**src/rtl/ets_instr_monitor.sv**
```systemverilog
// rtl/ets_instr_monitor.sv - ETS instruction-timing producer: issue/retire to start/active/done pulses
module ets_instr_monitor #(
  parameter int unsigned TIMEOUT_CYCLES = 1024,
  parameter int unsigned TO_W           = 11
) (
  input  logic        clk,
  input  logic        rst_n,
  input  logic        monitor_en,
  input  logic        issue_valid,
  input  logic [31:0] issue_pc,
  input  logic [31:0] issue_instr,
  input  logic        retire_valid,
  input  logic        flush,
  output logic        instr_start,
  output logic        instr_active,
  output logic        instr_done,
  output logic        instr_abort,
  output logic        instr_timeout,
  output logic [31:0] mon_pc,
  output logic [6:0]  mon_opcode,
  output logic [2:0]  mon_class,
  output logic        err_overlap,
  output logic        busy
);

  typedef enum logic [1:0] {
    S_IDLE   = 2'd0,
    S_ACTIVE = 2'd1,
    S_DONE   = 2'd2
  } state_t;

  // RV32IM class decode; OP-IMM is always ALU, only OP with funct7=0000001 is MULDIV
  function automatic logic [2:0] f_decode(input logic [31:0] instr);
    logic [2:0] cls;
    case (instr[6:0])
      7'b0110011: cls = (instr[31:25] == 7'b0000001) ? 3'd5 : 3'd0;
      7'b0010011: cls = 3'd0;
      7'b0000011: cls = 3'd1;
      7'b0100011: cls = 3'd2;
      7'b1100011: cls = 3'd3;
      7'b1101111,
      7'b1100111: cls = 3'd4;
      7'b1110011: cls = 3'd6;
      default:    cls = 3'd7;
    endcase
    return cls;
  endfunction

  state_t      r_state, w_nxt_state;
  logic [TO_W-1:0] r_to_cnt, w_nxt_cnt;
  logic        r_retire_seen, w_nxt_retire_seen;
  logic        r_pend_valid, w_nxt_pend_valid;
  logic [31:0] r_pend_pc, w_nxt_pend_pc;
  logic [31:0] r_pend_instr, w_nxt_pend_instr;

  logic        r_start, w_nxt_start;
  logic        r_active, w_nxt_active;
  logic        r_done, w_nxt_done;
  logic        r_abort, w_nxt_abort;
  logic        r_timeout, w_nxt_timeout;
  logic [31:0] r_pc, w_nxt_pc;
  logic [6:0]  r_opcode, w_nxt_opcode;
  logic [2:0]  r_class, w_nxt_class;
  logic        r_err, w_nxt_err;
  logic        r_busy, w_nxt_busy;

  logic        w_issue;
  logic        w_retire;
  logic        w_to_hit;
  logic [31:0] w_src_pc;
  logic [31:0] w_src_instr;

  assign w_issue     = issue_valid & monitor_en;
  // A retire that arrived together with the issue is remembered and honoured in the first ACTIVE cycle
  assign w_retire    = retire_valid | r_retire_seen;
  assign w_to_hit    = (r_to_cnt == TO_W'(TIMEOUT_CYCLES - 1));
  // A pending instruction always wins the next start slot over a fresh issue
  assign w_src_pc    = r_pend_valid ? r_pend_pc : issue_pc;
  assign w_src_instr = r_pend_valid ? r_pend_instr : issue_instr;

  // Next-state and next-output logic; every output is registered from these values
  always_comb begin
    w_nxt_state       = r_state;
    w_nxt_cnt         = r_to_cnt;
    w_nxt_retire_seen = r_retire_seen;
    w_nxt_pend_valid  = r_pend_valid;
    w_nxt_pend_pc     = r_pend_pc;
    w_nxt_pend_instr  = r_pend_instr;
    w_nxt_start       = 1'b0;
    w_nxt_active      = 1'b0;
    w_nxt_done        = 1'b0;
    w_nxt_abort       = 1'b0;
    w_nxt_timeout     = 1'b0;
    w_nxt_pc          = r_pc;
    w_nxt_opcode      = r_opcode;
    w_nxt_class       = r_class;
    w_nxt_err         = r_err;
    case (r_state)
      S_ACTIVE: begin
        if (flush) begin
          w_nxt_state       = S_DONE;
          w_nxt_done        = 1'b1;
          w_nxt_abort       = 1'b1;
          w_nxt_retire_seen = 1'b0;
          w_nxt_pend_valid  = 1'b0;
        end else if (w_retire) begin
          w_nxt_state       = S_DONE;
          w_nxt_done        = 1'b1;
          w_nxt_retire_seen = 1'b0;
          if (w_issue) begin
            w_nxt_pend_valid = 1'b1;
            w_nxt_pend_pc    = issue_pc;
            w_nxt_pend_instr = issue_instr;
          end
        end else if (w_to_hit) begin
          w_nxt_state   = S_DONE;
          w_nxt_done    = 1'b1;
          w_nxt_timeout = 1'b1;
          if (w_issue) w_nxt_err = 1'b1;
        end else begin
          w_nxt_active = 1'b1;
          w_nxt_cnt    = r_to_cnt + 1'b1;
          if (w_issue) w_nxt_err = 1'b1;
        end
      end
      default: begin
        // IDLE and DONE both accept a new start; DONE only differs by possibly holding a pending
        w_nxt_state = S_IDLE;
        if (flush) begin
          w_nxt_pend_valid = 1'b0;
        end else if (r_pend_valid || w_issue) begin
          w_nxt_state       = S_ACTIVE;
          w_nxt_start       = 1'b1;
          w_nxt_active      = 1'b1;
          w_nxt_cnt         = '0;
          w_nxt_retire_seen = retire_valid;
          w_nxt_pend_valid  = 1'b0;
          w_nxt_pc          = w_src_pc;
          w_nxt_opcode      = w_src_instr[6:0];
          w_nxt_class       = f_decode(w_src_instr);
          if (r_pend_valid && w_issue) w_nxt_err = 1'b1;
        end
      end
    endcase
    w_nxt_busy = (w_nxt_state != S_IDLE) | w_nxt_pend_valid;
  end

  // State and output registers with synchronous active-low reset
  always_ff @(posedge clk) begin
    if (!rst_n) begin
      r_state       <= S_IDLE;
      r_to_cnt      <= '0;
      r_retire_seen <= 1'b0;
      r_pend_valid  <= 1'b0;
      r_pend_pc     <= '0;
      r_pend_instr  <= '0;
      r_start       <= 1'b0;
      r_active      <= 1'b0;
      r_done        <= 1'b0;
      r_abort       <= 1'b0;
      r_timeout     <= 1'b0;
      r_pc          <= '0;
      r_opcode      <= '0;
      r_class       <= '0;
      r_err         <= 1'b0;
      r_busy        <= 1'b0;
    end else begin
      r_state       <= w_nxt_state;
      r_to_cnt      <= w_nxt_cnt;
      r_retire_seen <= w_nxt_retire_seen;
      r_pend_valid  <= w_nxt_pend_valid;
      r_pend_pc     <= w_nxt_pend_pc;
      r_pend_instr  <= w_nxt_pend_instr;
      r_start       <= w_nxt_start;
      r_active      <= w_nxt_active;
      r_done        <= w_nxt_done;
      r_abort       <= w_nxt_abort;
      r_timeout     <= w_nxt_timeout;
      r_pc          <= w_nxt_pc;
      r_opcode      <= w_nxt_opcode;
      r_class       <= w_nxt_class;
      r_err         <= w_nxt_err;
      r_busy        <= w_nxt_busy;
    end
  end

  assign instr_start   = r_start;
  assign instr_active  = r_active;
  assign instr_done    = r_done;
  assign instr_abort   = r_abort;
  assign instr_timeout = r_timeout;
  assign mon_pc        = r_pc;
  assign mon_opcode    = r_opcode;
  assign mon_class     = r_class;
  assign err_overlap   = r_err;
  assign busy          = r_busy;

endmodule

```
**config.mk**
```make
export PLATFORM = sky130hd
export DESIGN_NAME = ets_instr_monitor
export DESIGN_NICKNAME = d
export VERILOG_FILES = /design/src/rtl/ets_instr_monitor.sv
export SDC_FILE = /design/constraint.sdc
export NUM_CORES = 1
export LEC_CHECK = 0
export BUFFER_PORTS_ARGS = -buffer_cell sky130_fd_sc_hd__clkbuf_2
export CAP_MARGIN = 20
export CORE_AREA = 3 3 94 96
export CTS_BUF_LIST = sky130_fd_sc_hd__clkbuf_8
export DETAILED_ROUTE_END_ITERATION = 12
export DIE_AREA = 0 0 97 99
export PLACE_DENSITY = 0.88
export SLEW_MARGIN = 20
export SYNTH_ARGS = -nofsm -noshare
export SYNTH_HDL_FRONTEND = slang
export SYNTH_SLANG_ARGS = --single-unit
```
**constraint.sdc**
```tcl
create_clock -name clk -period 4.1 [get_ports clk]
set_clock_uncertainty 0.05 [all_clocks]
set_input_delay 0.82 -clock clk [delete_from_list [all_inputs] [get_ports clk]]
set_output_delay 0.82 -clock clk [all_outputs]
set_load 0.1 [all_outputs]
```
==> results of run 1 <==
-- final cells by class --
type	count	area, µm²
tap	105	131
clock buffer	9	124
fill	682	3020
timing repair buffer	105	538
clock inverter	7	55.1
sequential	110	2200
inverter	4	15.0
multi-input combinational	368	2050
-- synthesized netlist by cell type (all sizes together), types with 5 or more instances --
cell type and n:
a21oi 60, buf 13, clkbuf 20, dfxtp 110
mux2i 40, nand2 141, nand3 8, nor2 19
nor3 9, nor4 6, o21ai 43, or4 5
-- critical path: stages (launching register included) --
cell	delay [ns]
sky130_fd_sc_hd__dfxtp_2	0.79
sky130_fd_sc_hd__a21oi_1	0.21
sky130_fd_sc_hd__nor2_1	0.24
sky130_fd_sc_hd__nand3_1	0.66
sky130_fd_sc_hd__buf_4	0.48
sky130_fd_sc_hd__o21ai_0	0.19
-- power breakdown --
group	internal, W	total [W]	switching (W)
combinational	0.0000482	0.000237	0.000189
clock	0.000230	0.000616	0.000386
sequential	0.00109	0.00110	0.0000100
-- routing by layer --
metal / vias to the layer above / track usage / wire length (µm)
met3: 15 / 0.0474 / 621
met4: 0 / 0.0821 / 125
li1: 1935 / - / -
met2: 118 / 0.356 / 4870
met1: 1852 / 0.265 / 4630
met5: - / 0 / 0
-- cells by family after synthesis --
kind of cell,count (synthesis),synth area share
AO/OA/AOI/OAI,115,0.143
XOR/XNOR,4,0.00796
multiplexers,41,0.0935
adder cells (fa/ha/maj),1,0.00284
flip-flops,110,0.500
AND/OR/NAND/NOR,207,0.215
buffers and inverters,37,0.0378
-- through the flow --
stage,setup WS [ns],utilization,std cells
after floorplan,1.86,-,515
after global placement,1.36,0.607,692
after detailed placement,1.32,0.607,692
after CTS,1.36,0.629,708
after global routing,1.22,0.629,708
final,1.40,0.629,708
-- how the worst max path moves through the flow --
stage	from	end	slack [ns]	cells after the start
after global routing	r_pend_valid	mon_class[0]	1.22	6
after CTS	r_pend_valid	mon_class[0]	1.36	6
after global placement	rst_n	r_to_cnt[10]	1.36	4
after detailed placement	rst_n	r_to_cnt[10]	1.32	4
after floorplan	flush	r_to_cnt[5]	1.86	7
final	r_pend_valid	mon_pc[19]	1.40	5
-- sequential cells by signal, indices dropped and copies added, names as in the netlist --
name,flops
busy,1
r_state,2
instr_active,1
r_pend_pc,32
mon_opcode,7
mon_pc,32
r_pend_instr,14
mon_class,3
instr_abort,1
instr_timeout,1
r_retire_seen,1
instr_start,1
r_pend_valid,1
err_overlap,1
instr_done,1
r_to_cnt,11
==> PnR_summary.wiki, run 1 <==
{| class="wikitable"
! Metric !! Value
|-
| Worst-case clock buffer depth || 2
|-
| First-pass GRT wire length || 16,900 µm
|-
| Worst IR drop on VDD || 0.203 mV
|-
| Max Fclk || 370 MHz
|-
| Most area-hungry cell type in the Yosys netlist || sky130_fd_sc_hd__dfxtp_1
|-
| Number of inserted diodes || 0
|-
| Data arrival time of the worst path || 2.94 ns
|-
| Starting density of the core || 0.541
|-
| Number of remaining DRC errors || 0
|-
| Number of hold buffers added after cts || 0
|-
| Cell area after synthesis || 0.00440 mm²
|-
| Htree depth || 3
|-
| Via/cell ratio || roughly 5.5
|-
| Largest cells by area after synthesis || sky130_fd_sc_hd__dfxtp_1 (50%), sky130_fd_sc_hd__nand2_1 (12%), sky130_fd_sc_hd__mux2i_1 (9.1%)
|-
| Type of destination of the critical path || flop
|-
| Leakage power total || 1.88 nW
|-
| DRC violation total after the first TritonRoute iteration || 159
|-
| Reg2Reg Setup Slack || 1.40 ns
|-
| Async S/R FF share, synth || 0
|-
| Routed length per instance || 14.5 µm
|-
| Total Nets Final || 669
|-
| Pin count of the biggest net entering global routing || 55
|-
| Most used cells in the layout excluding fill and tap cells || sky130_fd_sc_hd__nand2_1 (141), sky130_fd_sc_hd__dfxtp_1 (109), sky130_fd_sc_hd__clkbuf_2 (100), sky130_fd_sc_hd__a21oi_1 (55), sky130_fd_sc_hd__o21ai_0 (42)
|-
| Post-DP Area || 0.00494 mm²
|-
| Number of enable flip-flop cells after synthesis || 0
|-
| Vias in the first global route || 3,751
|-
| Synthesized net count || 586
|-
| Gr usage total || 0.211
|-
| Max FO, Critical Path || 22
|-
| Worst-Skew Late Latency || 0.37 ns
|-
| Initial antenna violation count || 0
|-
| Clock tree from TritonCTS || yes
|-
| Floorplan core area || 0.00813 mm²
|-
| Post-synth top area share || 0.500
|-
| Hold Path Class || flop to flop
|-
| Most frequent standard cell in the layout excluding fill and tap cells || sky130_fd_sc_hd__nand2_1
|-
| Layout cell share with drive strength beyond 1 || 0.227
|-
| Synthesized area per cell || 8.55 µm²
|-
| # Max-Cap Violations || 0
|-
| Worst min-delay path startpoint || mon_pc[3]
|-
| Number of cells traversed by the worst register-to-register path || 5
|-
| Chip Width || 97 µm
|-
| Number of cell rows || 33
|-
| Clock slew at the register clock pins of the worst setup and hold paths || 0.10 ns
|-
| Worst hold slack || 0.410 ns
|-
| Dominant register cell in the synthesized netlist || sky130_fd_sc_hd__dfxtp_1
|-
| Setup repair after global routing missed its margin || no
|-
| Outcome || finished, final reports clean
|-
| Antenna viol nets, final || 0
|-
| Number of buffers added on ports || 100
|-
| Count of synthesis-stage warnings from yosys || 0
|-
| Endpoint, Worst Hold || mon_pc[3]
|-
| CTS Buf Count || 9
|-
| Synthesis-to-finish area growth || 16.2%
|-
| Crit path time final || 2.70 ns
|-
| Setup TNS after final layout || 0 ns
|-
| Power consumption || around 0.0019 W
|-
| Hold Path Depth || 2
|-
| Period Utilization, post-route || 0.659
|-
| Reg-to-Reg End || mon_pc[19]
|-
| Detailed placer's ending HPWL || around 7000 µm
|-
| Share of synthesized area occupied by flip-flops and latches || 0.500
|-
| Total die area || 0.00960 mm²
|-
| Grt ovf || 0
|-
| Worst R2R Start || r_pend_valid
|-
| Power Density || 381 mW/mm²
|-
| Number of storage elements in the synthesis netlist || 110
|-
| Overall die height || around 99 µm
|-
| Number of pins with negative max-slew slack in the final report || 0
|-
| Final setup violating endpoints || 0
|-
| Ports placed on the boundary || 119
|-
| Post-route cell area || between 0.005 and 0.006 mm²
|-
| Total detailed-routing wirelength || between 10,000 and 15,000 µm
|-
| Cells after Synth || 515
|-
| Max-slew headroom || 0.323
|-
| Kind of start point of the critical path || flop
|-
| Number of hold violations in the final report || 0
|-
| Routability cong. || 0.843
|-
| Worst slew pin tran || around 1.0 ns
|-
| TritonRoute pass-1 iters || 4
|-
| Via count || 3,920
|-
| Worst endpoint required time || between 4 and 5 ns
|-
| Critical Setup Path Class || flop to flop
|-
| Clock Root Buffer || sky130_fd_sc_hd__clkbuf_8
|-
| Distinct cells, synth || 46
|-
| Buffers inserted during post-CTS setup optimization || 0
|-
| Resized cells post-CTS || 0
|-
| Count of clock tree sinks || 110
|}
Power figures use the tool's default switching activity.
==> run 2: changes to the inputs <==
--- a/config.mk
+++ b/config.mk
@@ -7,11 +7,11 @@
 export LEC_CHECK = 0
 export BUFFER_PORTS_ARGS = -buffer_cell sky130_fd_sc_hd__clkbuf_2
 export CAP_MARGIN = 20
-export CORE_AREA = 3 3 94 96
+export CORE_AREA = 3 3 95 97
 export CTS_BUF_LIST = sky130_fd_sc_hd__clkbuf_8
 export DETAILED_ROUTE_END_ITERATION = 12
-export DIE_AREA = 0 0 97 99
-export PLACE_DENSITY = 0.88
+export DIE_AREA = 0 0 98 100
+export PLACE_DENSITY = 0.87
 export SLEW_MARGIN = 20
 export SYNTH_ARGS = -nofsm -noshare
 export SYNTH_HDL_FRONTEND = slang
==> constraint.sdc (replaced) <==
create_clock -name clk -period 2.61 [get_ports clk]
set_clock_uncertainty 0.05 [all_clocks]
set_input_delay 0.522 -clock clk [delete_from_list [all_inputs] [get_ports clk]]
set_output_delay 0.522 -clock clk [all_outputs]
set_load 0.1 [all_outputs]
==> run 2 against run 1 <==
  * Critical path depth up 1
  * Non-clock buffer count up 5
  * Sequential share of layout area down 0.69 points
  * Clock power up 75%
==> PnR_summary.wiki, run 2 (synthesized netlist as in run 1, its figures left out) <==
{| class="wikitable"
! Metric !! Value
|-
| Layout cell share with drive strength beyond 1 || 0.235 (was 0.227)
|-
| Resized cells post-CTS || 0 (unchanged)
|-
| Htree depth || 3 (unchanged)
|-
| Most used cells in the layout excluding fill and tap cells || sky130_fd_sc_hd__nand2_1 (141), sky130_fd_sc_hd__dfxtp_1 (109), sky130_fd_sc_hd__clkbuf_2 (100), sky130_fd_sc_hd__a21oi_1 (55), sky130_fd_sc_hd__o21ai_0 (42) (unchanged)
|-
| Number of hold violations in the final report || 0 (unchanged)
|-
| Routability cong. || 0.917 (was 0.843)
|-
| Max Fclk || 460 MHz (was 370 MHz)
|-
| Clock slew at the register clock pins of the worst setup and hold paths || 0.11 ns (was 0.10 ns)
|-
| Number of cells traversed by the worst register-to-register path || 6 (was 5)
|-
| Hold Path Class || input port to flop (was flop to flop)
|-
| Pin count of the biggest net entering global routing || 54 (was 55)
|-
| Fillers || 706 (was 682)
|-
| Total Nets Final || 674 (was 669)
|-
| # Max-Cap Violations || 0 (unchanged)
|-
| Worst slew pin tran || 0.601 ns (was 1.01 ns)
|-
| Setup repair after global routing missed its margin || no (unchanged)
|-
| Worst hold slack || 0.321 ns (was 0.410 ns)
|-
| Most frequent standard cell in the layout excluding fill and tap cells || sky130_fd_sc_hd__nand2_1 (unchanged)
|-
| Worst-Skew Late Latency || 0.37 ns (about the same)
|-
| Total detailed-routing wirelength || 10,500 µm (was 10,200 µm)
|-
| Number of hold buffers added after cts || 0 (unchanged)
|-
| Crit path time final || 2.17 ns (was 2.70 ns)
|-
| Routed length per instance || 14.8 µm (was 14.5 µm)
|-
| Clock Root Buffer || sky130_fd_sc_hd__clkbuf_8 (unchanged)
|-
| Worst-case clock buffer depth || 2 (unchanged)
|-
| Antenna viol nets, final || 0 (unchanged)
|-
| Data arrival time of the worst path || 2.37 ns (was 2.94 ns)
|-
| Number of inserted diodes || 0 (unchanged)
|-
| Grt ovf || 0 (unchanged)
|-
| Critical Setup Path Class || flop to flop (unchanged)
|-
| Outcome || finished, final reports clean (unchanged)
|-
| Chip Width || 98 µm (was 97 µm)
|-
| DRC violation total after the first TritonRoute iteration || 206 (was 159)
|-
| Initial antenna violation count || 0 (unchanged)
|-
| Type of destination of the critical path || flop (unchanged)
|-
| Vias in the first global route || 3,789 (was 3,751)
|-
| Ports placed on the boundary || 119 (unchanged)
|-
| Starting density of the core || 0.536 (was 0.541)
|-
| Final setup violating endpoints || 0 (unchanged)
|-
| Kind of start point of the critical path || flop (unchanged)
|-
| Buffers inserted during post-CTS setup optimization || 0 (unchanged)
|-
| Number of cell rows || 33 (unchanged)
|-
| Via/cell ratio || 5.53 (was 5.54)
|-
| Power Density || 613 mW/mm² (was 381 mW/mm²)
|-
| Floorplan core area || 0.00822 mm² (was 0.00813 mm²)
|-
| Detailed placer's ending HPWL || 7230 µm (was 6870 µm)
|-
| First-pass GRT wire length || 17,800 µm (was 16,900 µm)
|-
| Max-slew headroom || 0.598 (was 0.323)
|-
| Final Core Density || 0.633 (was 0.629)
|-
| Total die area || 0.00980 mm² (was 0.00960 mm²)
|-
| Leakage power total || 1.92 nW (was 1.88 nW)
|-
| Gr usage total || 0.221 (was 0.211)
|-
| Period Utilization, post-route || 0.833 (was 0.659)
|-
| Max FO, Critical Path || 11 (was 22)
|-
| Worst endpoint required time || 2.80 ns (was 4.34 ns)
|-
| Power consumption || 0.00319 W (was 0.00195 W)
|-
| Via count || 3,945 (was 3,920)
|-
| Setup TNS after final layout || 0 ns (unchanged)
|-
| CTS Buf Count || 9 (unchanged)
|-
| Synthesis-to-finish area growth || 18.1% (was 16.2%)
|-
| Overall die height || 100 µm (was 99 µm)
|-
| Number of pins with negative max-slew slack in the final report || 0 (unchanged)
|-
| Number of remaining DRC errors || 0 (unchanged)
|-
| Count of clock tree sinks || 110 (unchanged)
|-
| Clock tree from TritonCTS || yes (unchanged)
|-
| TritonRoute pass-1 iters || 5 (was 4)
|-
| Hold Path Depth || 3 (was 2)
|-
| Number of buffers added on ports || 100 (unchanged)
|-
| Worst IR drop on VDD || 0.290 mV (was 0.203 mV)
|}
run 2: cell count changes in the layout (fill, tap and decap cells not counted), sizes merged:
cell      delta
inv          -1
clkinvlp     +1
buf          +5
bufinv       +1
clkinv       -1
run 2: path summary, 6_finish.rpt:
path	startpoint	to	slack [ns]
hold reg to reg	r_pend_pc[17]	r_pend_pc[17]	0.41
setup reg to reg	r_to_cnt[0]	r_to_cnt[3]	0.44
hold / removal	issue_pc[26]	r_pend_pc[26]	0.32
setup / recovery	r_to_cnt[0]	r_to_cnt[3]	0.44
run 2: where the power goes:
group | internal, W | switching [W] | leakage (nW)
clock | 0.000469 | 0.000615 | 0.106
sequential | 0.00171 | 0.0000150 | 0.890
combinational | 0.0000817 | 0.000301 | 0.923
total | 0.00226 | 0.000931 | 1.92
run 2: layer usage:
layer | vias to the layer above | track usage | share of wire | wire length, µm
met5 | - | 0 | 0 | 0
met4 | 0 | 0.0958 | 0.024 | 256
met3 | 27 | 0.0479 | 0.059 | 621
met2 | 136 | 0.373 | 0.49 | 5170
met1 | 1834 | 0.273 | 0.43 | 4480
li1 | 1948 | - | - | -
run 2: cell type report:
class,count,area (µm²),share of cell area
clock inverter,7,88.8,0.0171
tap,105,131,0.0253
timing repair buffer,110,588,0.113
multi-input combinational,368,2050,0.394
sequential,110,2200,0.424
inverter,4,15.0,0.00289
clock buffer,9,124,0.0238
run 2: metrics by stage:
stage / instance area, µm² / std cells / setup slack, ns
finish: 5200 / 713 / 0.435
global route: 5200 / 713 / 0.296
CTS: 5200 / 713 / 0.446
detailed placement: 4990 / 697 / 0.444
global placement: 4990 / 697 / 0.474
floorplan: 4400 / 515 / 0.664
run 2: critical path, stage by stage, from the launching register on:
cell and delay [ns]:
sky130_fd_sc_hd__dfxtp_1 0.40, sky130_fd_sc_hd__ha_1 0.25, sky130_fd_sc_hd__nand3_1 0.15, sky130_fd_sc_hd__or4_4 0.49, sky130_fd_sc_hd__a21oi_2 0.44, sky130_fd_sc_hd__or3_2 0.22
sky130_fd_sc_hd__a21oi_2 0.05
==> run 3: changes to the inputs <==
==> constraint.sdc (replaced) <==
create_clock -name clk -period 2.12 [get_ports clk]
set_clock_uncertainty 0.05 [all_clocks]
set_input_delay 0.424 -clock clk [delete_from_list [all_inputs] [get_ports clk]]
set_output_delay 0.424 -clock clk [all_outputs]
set_load 0.1 [all_outputs]
==> run 3 against run 2 <==
  * Core utilization up 0.99 points
  * Combinational power is 25% higher
  * Largest cell class unchanged
  * Register-to-register slack got worse by 0.26 ns
  * Non-clock buffer count up 12
  * Final area increased by 1.6%
  * Critical path type unchanged
==> PnR_summary.wiki, run 3 (synthesized netlist as in run 1, its figures left out) <==
{| class="wikitable"
! Metric !! Value
|-
| Ports placed on the boundary || 119 (unchanged)
|-
| Number of cell rows || 33 (unchanged)
|-
| Most used cells in the layout excluding fill and tap cells || sky130_fd_sc_hd__nand2_1 (141), sky130_fd_sc_hd__dfxtp_1 (109), sky130_fd_sc_hd__clkbuf_2 (100), sky130_fd_sc_hd__a21oi_1 (55), sky130_fd_sc_hd__o21ai_0 (42) (unchanged)
|-
| Grt ovf || 0 (unchanged)
|-
| Type of destination of the critical path || flop (unchanged)
|-
| Starting density of the core || 0.536 (unchanged)
|-
| Total die area || 0.00980 mm² (unchanged)
|-
| Synthesis-to-finish area growth || 20.0% (was 18.1%)
|-
| Via count || 4,013 (was 3,945)
|-
| Post-route cell area || 0.00528 mm² (was 0.00520 mm²)
|-
| Standard cell with the maximum stage delay on the critical path || sky130_fd_sc_hd__or4_4 (unchanged)
|-
| Leakage power total || 1.97 nW (was 1.92 nW)
|-
| Period Utilization, post-route || 0.917 (was 0.833)
|-
| Chip Width || 98 µm (unchanged)
|-
| Max-slew headroom || 0.622 (was 0.598)
|-
| DRC violation total after the first TritonRoute iteration || 167 (was 206)
|-
| Via/cell ratio || 5.54 (was 5.53)
|-
| Worst IR drop on VDD || 0.354 mV (was 0.290 mV)
|-
| Clock tree from TritonCTS || yes (unchanged)
|-
| Kind of start point of the critical path || flop (unchanged)
|-
| Most frequent standard cell in the layout excluding fill and tap cells || sky130_fd_sc_hd__nand2_1 (unchanged)
|-
| Routed length per instance || 14.5 µm (was 14.8 µm)
|-
| Overall die height || 100 µm (unchanged)
|-
| Max Fclk || 515 MHz (was 460 MHz)
|-
| Outcome || finished, final reports clean (unchanged)
|-
| Worst endpoint required time || 2.37 ns (was 2.80 ns)
|-
| # Max-Cap Violations || 0 (unchanged)
|-
| Worst Setup Slack, final || 0.177 ns (was 0.435 ns)
|-
| Layout cell share with drive strength beyond 1 || 0.250 (was 0.235)
|-
| Detailed placer's ending HPWL || 7490 µm (was 7230 µm)
|-
| Hold Path Class || input port to flop (unchanged)
|-
| Htree depth || 3 (unchanged)
|-
| TritonRoute pass-1 iters || 6 (was 5)
|-
| Setup repair after global routing missed its margin || no (unchanged)
|-
| First-pass GRT wire length || 17,400 µm (was 17,800 µm)
|-
| Number of buffers added on ports || 100 (unchanged)
|-
| Number of pins with negative max-slew slack in the final report || 0 (unchanged)
|-
| Gr usage total || 0.214 (was 0.221)
|-
| Clock slew at the register clock pins of the worst setup and hold paths || 0.11 ns (about the same)
|-
| Total detailed-routing wirelength || 10,500 µm (about the same)
|-
| Count of clock tree sinks || 110 (unchanged)
|-
| Pin count of the biggest net entering global routing || 47 (was 54)
|-
| Stage delay of the slowest cell on the critical path || 0.50 ns (was 0.49 ns)
|-
| Worst slew pin tran || 0.569 ns (was 0.601 ns)
|-
| Cells along the critical path || ha_1 > nand3_1 > or4_4 > a21oi_4 > buf_4 > o31ai_1 > a21oi_2 (was ha_1 > nand3_1 > or4_4 > a21oi_2 > or3_2 > a21oi_2)
|-
| Initial antenna violation count || 0 (unchanged)
|-
| Antenna viol nets, final || 0 (unchanged)
|-
| CTS Buf Count || 9 (unchanged)
|-
| Number of remaining DRC errors || 0 (unchanged)
|-
| Worst hold slack || 0.225 ns (was 0.321 ns)
|-
| Vias in the first global route || 3,856 (was 3,789)
|-
| Setup TNS after final layout || 0 ns (unchanged)
|-
| Worst setup slack after placement || 0.129 ns (was 0.444 ns)
|-
| Worst-Skew Late Latency || 0.37 ns (about the same)
|-
| Final setup violating endpoints || 0 (unchanged)
|-
| Worst-case clock buffer depth || 2 (unchanged)
|-
| Number of inserted diodes || 0 (unchanged)
|-
| Critical Setup Path Class || flop to flop (unchanged)
|-
| Crit path time final || 1.94 ns (was 2.17 ns)
|-
| Post-DP Area || 0.00509 mm² (was 0.00499 mm²)
|-
| Total Nets Final || 686 (was 674)
|-
| Number of hold violations in the final report || 0 (unchanged)
|-
| Power Density || 714 mW/mm² (was 613 mW/mm²)
|-
| Routability cong. || 0.940 (was 0.917)
|-
| Clock Root Buffer || sky130_fd_sc_hd__clkbuf_8 (unchanged)
|-
| Data arrival time of the worst path || 2.19 ns (was 2.37 ns)
|-
| Max FO, Critical Path || 9 (was 11)
|-
| Floorplan core area || 0.00822 mm² (unchanged)
|-
| Final Core Density || 0.643 (was 0.633)
|}
-- run 3: cell count changes in the layout (fill, tap and decap cells not counted), sizes merged --
| cell | previous run | this run |
|---|---|---|
| buf | 10 | 22 |
| clkinv | 1 | 3 |
| clkbuf | 109 | 110 |
| clkinvlp | 1 | 2 |
| bufinv | 1 | 0 |
| inv | 8 | 5 |
-- run 3: layout make-up --
type / instances / area, µm²
Clock buffer: 10 / 138
Multi-Input combinational cell: 368 / 2060
Timing Repair Buffer: 122 / 691
Tap cell: 105 / 131
Inverter: 4 / 15.0
Fill cell: 683 / 2930
Clock inverter: 6 / 46.3
Sequential cell: 110 / 2200
-- run 3: path summary, 6_finish.rpt --
path | cells past startpoint | slack, ns | to | startpoint
hold / removal | 3 | 0.22 | r_pend_pc[13] | issue_pc[13]
setup / recovery | 7 | 0.18 | r_to_cnt[9] | r_to_cnt[0]
setup reg to reg | 7 | 0.18 | r_to_cnt[9] | r_to_cnt[0]
hold reg to reg | 2 | 0.41 | mon_pc[24] | mon_pc[24]
-- run 3: metal layers --
layer / part of all wire / track usage / up-vias
met5: 0 / 0 / -
met4: 0.024 / 0.111 / 0
met3: 0.066 / 0.0347 / 26
met2: 0.49 / 0.370 / 182
met1: 0.42 / 0.257 / 1841
li1: - / - / 1964
-- run 3: report_power, final --
part	switching (W)	internal [W]	total [W]
Sequential	0.0000190	0.00210	0.00212
Clock	0.000709	0.000466	0.00117
Combinational	0.000370	0.000106	0.000476
Total	0.00110	0.00267	0.00377
-- run 3: critical path, delay by kind of cell (launching register included) --
family / cells / cell delay (ns)
buf+inv: 1 / 0.16
flops: 1 / 0.40
simple gates: 2 / 0.62
compound gates: 3 / 0.45
fa+ha+maj: 1 / 0.21
-- run 3: stage by stage --
stage               power [W]  std cells
finish                0.00377        725
floorplan             0.00250        515
global placement      0.00263        709
CTS                   0.00380        725
detailed placement    0.00264        709
global route          0.00390        725
-- run 3: what timing repair did --
| action | in CTS | in global routing |
|---|---|---|
| setup buffers | 0 | 0 |
| hold buffers | 0 | 0 |
| resized for setup | 0 | 1 |
| setup endpoints to repair | 0 | 1 |
